[config.mk]
export PLATFORM = sky130hd
export DESIGN_NAME = ram_arbiter
export DESIGN_NICKNAME = d
export VERILOG_FILES = /design/src/rtl/ram_arbiter.sv
export SDC_FILE = /design/constraint.sdc
export NUM_CORES = 1
export LEC_CHECK = 0
export CORE_AREA = 2 2 95 97
export CTS_BUF_LIST = sky130_fd_sc_hd__clkbuf_8 sky130_fd_sc_hd__clkbuf_16
export DETAILED_ROUTE_END_ITERATION = 7
export DIE_AREA = 0 0 97 99
export GPL_ROUTABILITY_DRIVEN = 0
export PLACE_DENSITY_LB_ADDON = 0.3
export RECOVER_POWER = 50
export SYNTH_ARGS = -nofsm -noshare
export SYNTH_HDL_FRONTEND = slang
export SYNTH_SLANG_ARGS = --single-unit
[constraint.sdc]
create_clock -name clk -period 3.2 [get_ports clk]
set_input_delay 0.64 -clock clk [delete_from_list [all_inputs] [get_ports clk]]
set_output_delay 0.64 -clock clk [all_outputs]
set_load 0.01 [all_outputs]
[src/rtl/ram_arbiter.sv]
// Two-port round-robin arbiter in front of a single-port RAM with registered read data.
// Grants are combinational; the read-valid flags line up with the RAM's one-cycle latency.
module ram_arbiter #(
  parameter int SIZE_LOG2 = 13,
  parameter int WIDTH     = 32
) (
  input  logic                 clk,
  input  logic                 rst,
  input  logic                 req0,
  input  logic                 we0,
  input  logic [SIZE_LOG2-1:0] a0,
  input  logic [WIDTH-1:0]     wd0,
  input  logic                 req1,
  input  logic                 we1,
  input  logic [SIZE_LOG2-1:0] a1,
  input  logic [WIDTH-1:0]     wd1,
  output logic                 gnt0,
  output logic                 gnt1,
  output logic                 rvalid0,
  output logic                 rvalid1,
  output logic [WIDTH-1:0]     rd0,
  output logic [WIDTH-1:0]     rd1,
  output logic                 ram_we,
  output logic [SIZE_LOG2-1:0] ram_a,
  output logic [WIDTH-1:0]     ram_wd,
  input  logic [WIDTH-1:0]     ram_rd
);

  logic last_q, last_d;
  logic pend0_q, pend0_d;
  logic pend1_q, pend1_d;

  // Under contention the port that did not win last time is served.
  always_comb begin
    gnt0 = 1'b0;
    gnt1 = 1'b0;
    if (rst) begin
      if (req0 && req1) begin
        gnt0 = last_q;
        gnt1 = ~last_q;
      end else begin
        gnt0 = req0;
        gnt1 = req1;
      end
    end
  end

  always_comb begin
    last_d  = last_q;
    if (gnt0) last_d = 1'b0;
    if (gnt1) last_d = 1'b1;
    pend0_d = gnt0 & ~we0;
    pend1_d = gnt1 & ~we1;
  end

  // With no grant the RAM bus idles on port 0's address and data.
  always_comb begin
    ram_we = (gnt0 & we0) | (gnt1 & we1);
    ram_a  = gnt1 ? a1  : a0;
    ram_wd = gnt1 ? wd1 : wd0;
  end

  always_ff @(posedge clk or negedge rst) begin
    if (!rst) begin
      last_q  <= 1'b1;
      pend0_q <= 1'b0;
      pend1_q <= 1'b0;
    end else begin
      last_q  <= last_d;
      pend0_q <= pend0_d;
      pend1_q <= pend1_d;
    end
  end

  assign rvalid0 = pend0_q;
  assign rvalid1 = pend1_q;
  assign rd0     = ram_rd;
  assign rd1     = ram_rd;

endmodule

==> summary.txt <==
Floorplan
  • Die Width: 97 µm
  • Die area: 9600 µm²
  • Die height: 99 µm
  • Total core area: 8550 µm²
  • Row count: 34
  • Top-Level Pins: 242
  • Starting Density: 15.1%

Pwr
  • LEAKAGE: 0.00101 µW
  • Cell Pwr Density: 209 nW/µm²
  • Proportion of power drawn by combinational gates: 70.4%
  • Switching power: 125 µW
  • Maximum vdd drop: 0.000335 V
  • Flop pwr share: 9.2%
  • Clock power share: 20.4%
  • Cell-internal power: 383 µW
  • Sw Ratio: 24.7%

Timing
  • Final hold slack: 0.539 ns
  • Max Slew Vio Count: 0
  • Final hold vios: 0
  • Worst Tran Pin Value: 0.299 ns
  • Final setup vio count: 0
  • Part of the cycle the worst path needs: 95.9%
  • Relative slew slack: 80.1%
  • Final TNS setup: 0 ns
  • RSZ-0062 raised after global routing: false
  • Fmax: 326 MHz
  • Post-layout min period: 3.07 ns
  • Final Skew: 0.00259 ns

Hold path
  • Worst Hold Launch: last_q
  • Hold/Removal Path Class: reg2reg
  • Hold Path Stages: 2
  • WHS Endpoint: last_q

Route
  • Total wire length: 3.84 mm
  • DRC: 0
  • Routed Antenna Nets: 0
  • Vias: 1103
  • Average wire per standard cell: 12.0 µm
  • Drt pass-1 iters: 2
  • Initial detailed-routing violation count: 8
  • Vias per inst: 3.45

Worst setup path
  • Worst Reg-to-Reg Cells: 4
  • Critical path class: in2out
  • Ordered cell list for the critical path: clkdlybuf4s50_1 > nand2_2 > nand3_2 > buf_12 > mux2_2 > clkdlybuf4s50_1
  • CP dominant cell by count: clkdlybuf4s50_1
  • Max stage delay on crit path: 0.52 ns
  • Worst-path maximum fanout: 23
  • Crit-path slowest cell: clkdlybuf4s50_1
  • Critical R2R Launch: last_q
  • Worst reg2reg setup slack: 2.07 ns
  • FF-to-FF End: rvalid1
  • WP data required: 2.56 ns
  • Worst EP arrival: 2.43 ns
  • CP Capture Type: output pin
  • Worst Setup Start Kind: input pin

Logic synthesis
  • Mapped Avg Cell Area: 10.0 µm²
  • Sequential share of the synthesized area: 5.92%
  • Most common cell in the netlist: buf_4
  • Commonest cells in the netlist: 64 x buf_4, 28 x mux2_4, 17 x mux2_2, 4 x buf_6
  • Largest area contributor in the netlist: buf_4
  • Yosys reg bits: 3
  • Synth top area share: 37.2%
  • Syn Std Cell Area: 1290 µm²
  • Largest cells by area after synthesis: buf_4 37%, mux2_4 33%, mux2_2 15%
  • Ys flop type: dfrtp_1
  • Mapped Cells: 129
  • Post-synth EDFFs: 0
  • Post-Syn Nets: 257
  • Distinct cells, synth: 18
  • Warnings from Yosys: 0
  • Share of flip-flops with an asynchronous set or reset: 100%

Clock tree
  • Clock buffer depth: 2
  • Post-CTS Setup Inserts: 0
  • Clock sink count: 3
  • Num CTS Buffers: 3
  • Hold buffer count at cts: 0
  • H-tree depth: 1
  • Latest clock arrival within the worst-skew pair: 0.21 ns
  • CTS tree: yes
  • Cts repair resizes: 0
  • Root Buffer: clkbuf_8
  • Worst-path clk slew: 0.03 ns

Layout
  • Layout Utilization: 28.5%
  • Final #Nets: 341
  • FILL cells: 889
  • Area delta synth->final: 88.7%
  • Share of cells above drive strength 1: 25.0%
  • Ant diodes: 0

Placement
  • Buffers on Ports: 145
  • Dpl hpwl: 3.26 mm

Global routing
  • Pin count of the biggest net entering global routing: 25
  • GRT Overall Usage: 7.06%
  • Vias in the first global route: 1097
  • GR Overflow Total: 0
  • Initial antenna violation count: 0
  • First-pass GRT wire length: 5.66 mm

Job
  • Max Cap Viol: 0

Run status
  • Run status: finished, final reports clean
state kept, by name (all words and copies together), names as in the netlist:
signal	cells
rvalid1	1
last_q	1
rvalid0	1
power groups by stage:
stage                     Clock, µW  Combinational, µW  Sequential (µW)
after floorplan                   0                219             47.0
after global placement            0                361             47.3
after detailed placement          0                362             47.3
after CTS                       107                364             47.0
after global routing            113                379             47.5
final                           104                358             46.8
area by class of cell:
type | count | area (µm²) | share of cell area, %
Inverter | 1 | 3.75 | 0.154
Sequential cell | 3 | 76.3 | 3.13
Multi-Input combinational cell | 56 | 679 | 27.9
Clock buffer | 3 | 41.3 | 1.70
Timing Repair Buffer | 148 | 1500 | 61.4
Clock inverter | 1 | 3.75 | 0.154
Tap cell | 108 | 135 | 5.55
per-stage QoR:
step / worst slack, ns / total power, µW / cell area [µm²] / instances
global route: 0.0186 / 539 / 2430 / 320
global placement: 0.119 / 408 / 2390 / 316
finish: 0.130 / 508 / 2430 / 320
detailed placement: 0.116 / 410 / 2390 / 316
CTS: 0.116 / 518 / 2440 / 320
floorplan: 1.18 / 266 / 1290 / 129
worst max-delay path: cells and delay by family:
kind	cells	cell delay [ns]
mux	1	0.37
buf+inv	3	1.21
simple gates	2	0.20
per-layer routing:
metal | part of all wire (%) | wire length, µm | track usage (%)
met5 | 0 | 0 | 0
met2 | 51 | 1960 | 12.4
met3 | 9.1 | 350 | 2.48
met1 | 39 | 1490 | 8.49
met4 | 1.0 | 39 | 1.08
worst max-delay path by stage:
| stage | start | to | slack, ns | cells after the start |
|---|---|---|---|---|
| after detailed placement | req0 | ram_a[12] | 0.12 | 6 |
| final | req0 | ram_wd[1] | 0.13 | 6 |
| after floorplan | req0 | ram_wd[10] | 1.18 | 5 |
| after global placement | req0 | ram_wd[1] | 0.12 | 6 |
| after CTS | req0 | ram_wd[1] | 0.12 | 6 |
| after global routing | req0 | ram_a[12] | 0.02 | 6 |
cell usage in the layout (no fill, tap or decap), drive strengths merged:
master / netlist / routed
and3: 1 / 1
dfstp: 1 / 1
nand2: 1 / 1
inv: 1 / 2
clkdlybuf4s50: 0 / 144
nor2b: 1 / 1
a21boi: 1 / 1
clkbuf: 0 / 4
mux2: 45 / 45
a21oi: 1 / 1
nor2: 1 / 1
nand3: 3 / 3
a31oi: 1 / 1
dfrtp: 2 / 2
nand2b: 1 / 1
dlygate4sd3: 0 / 1
buf: 69 / 2
cell families (layout without fill, tap and decap cells):
family	after synthesis	in the layout	share of synthesized area [%]
flip-flops	3	3	5.92
AO/OA/AOI/OAI	3	3	1.46
multiplexers	45	45	47.4
AND/OR/NAND/NOR	8	8	3.78
buffers and inverters	70	153	41.4
(Power assumes the default switching activity.)
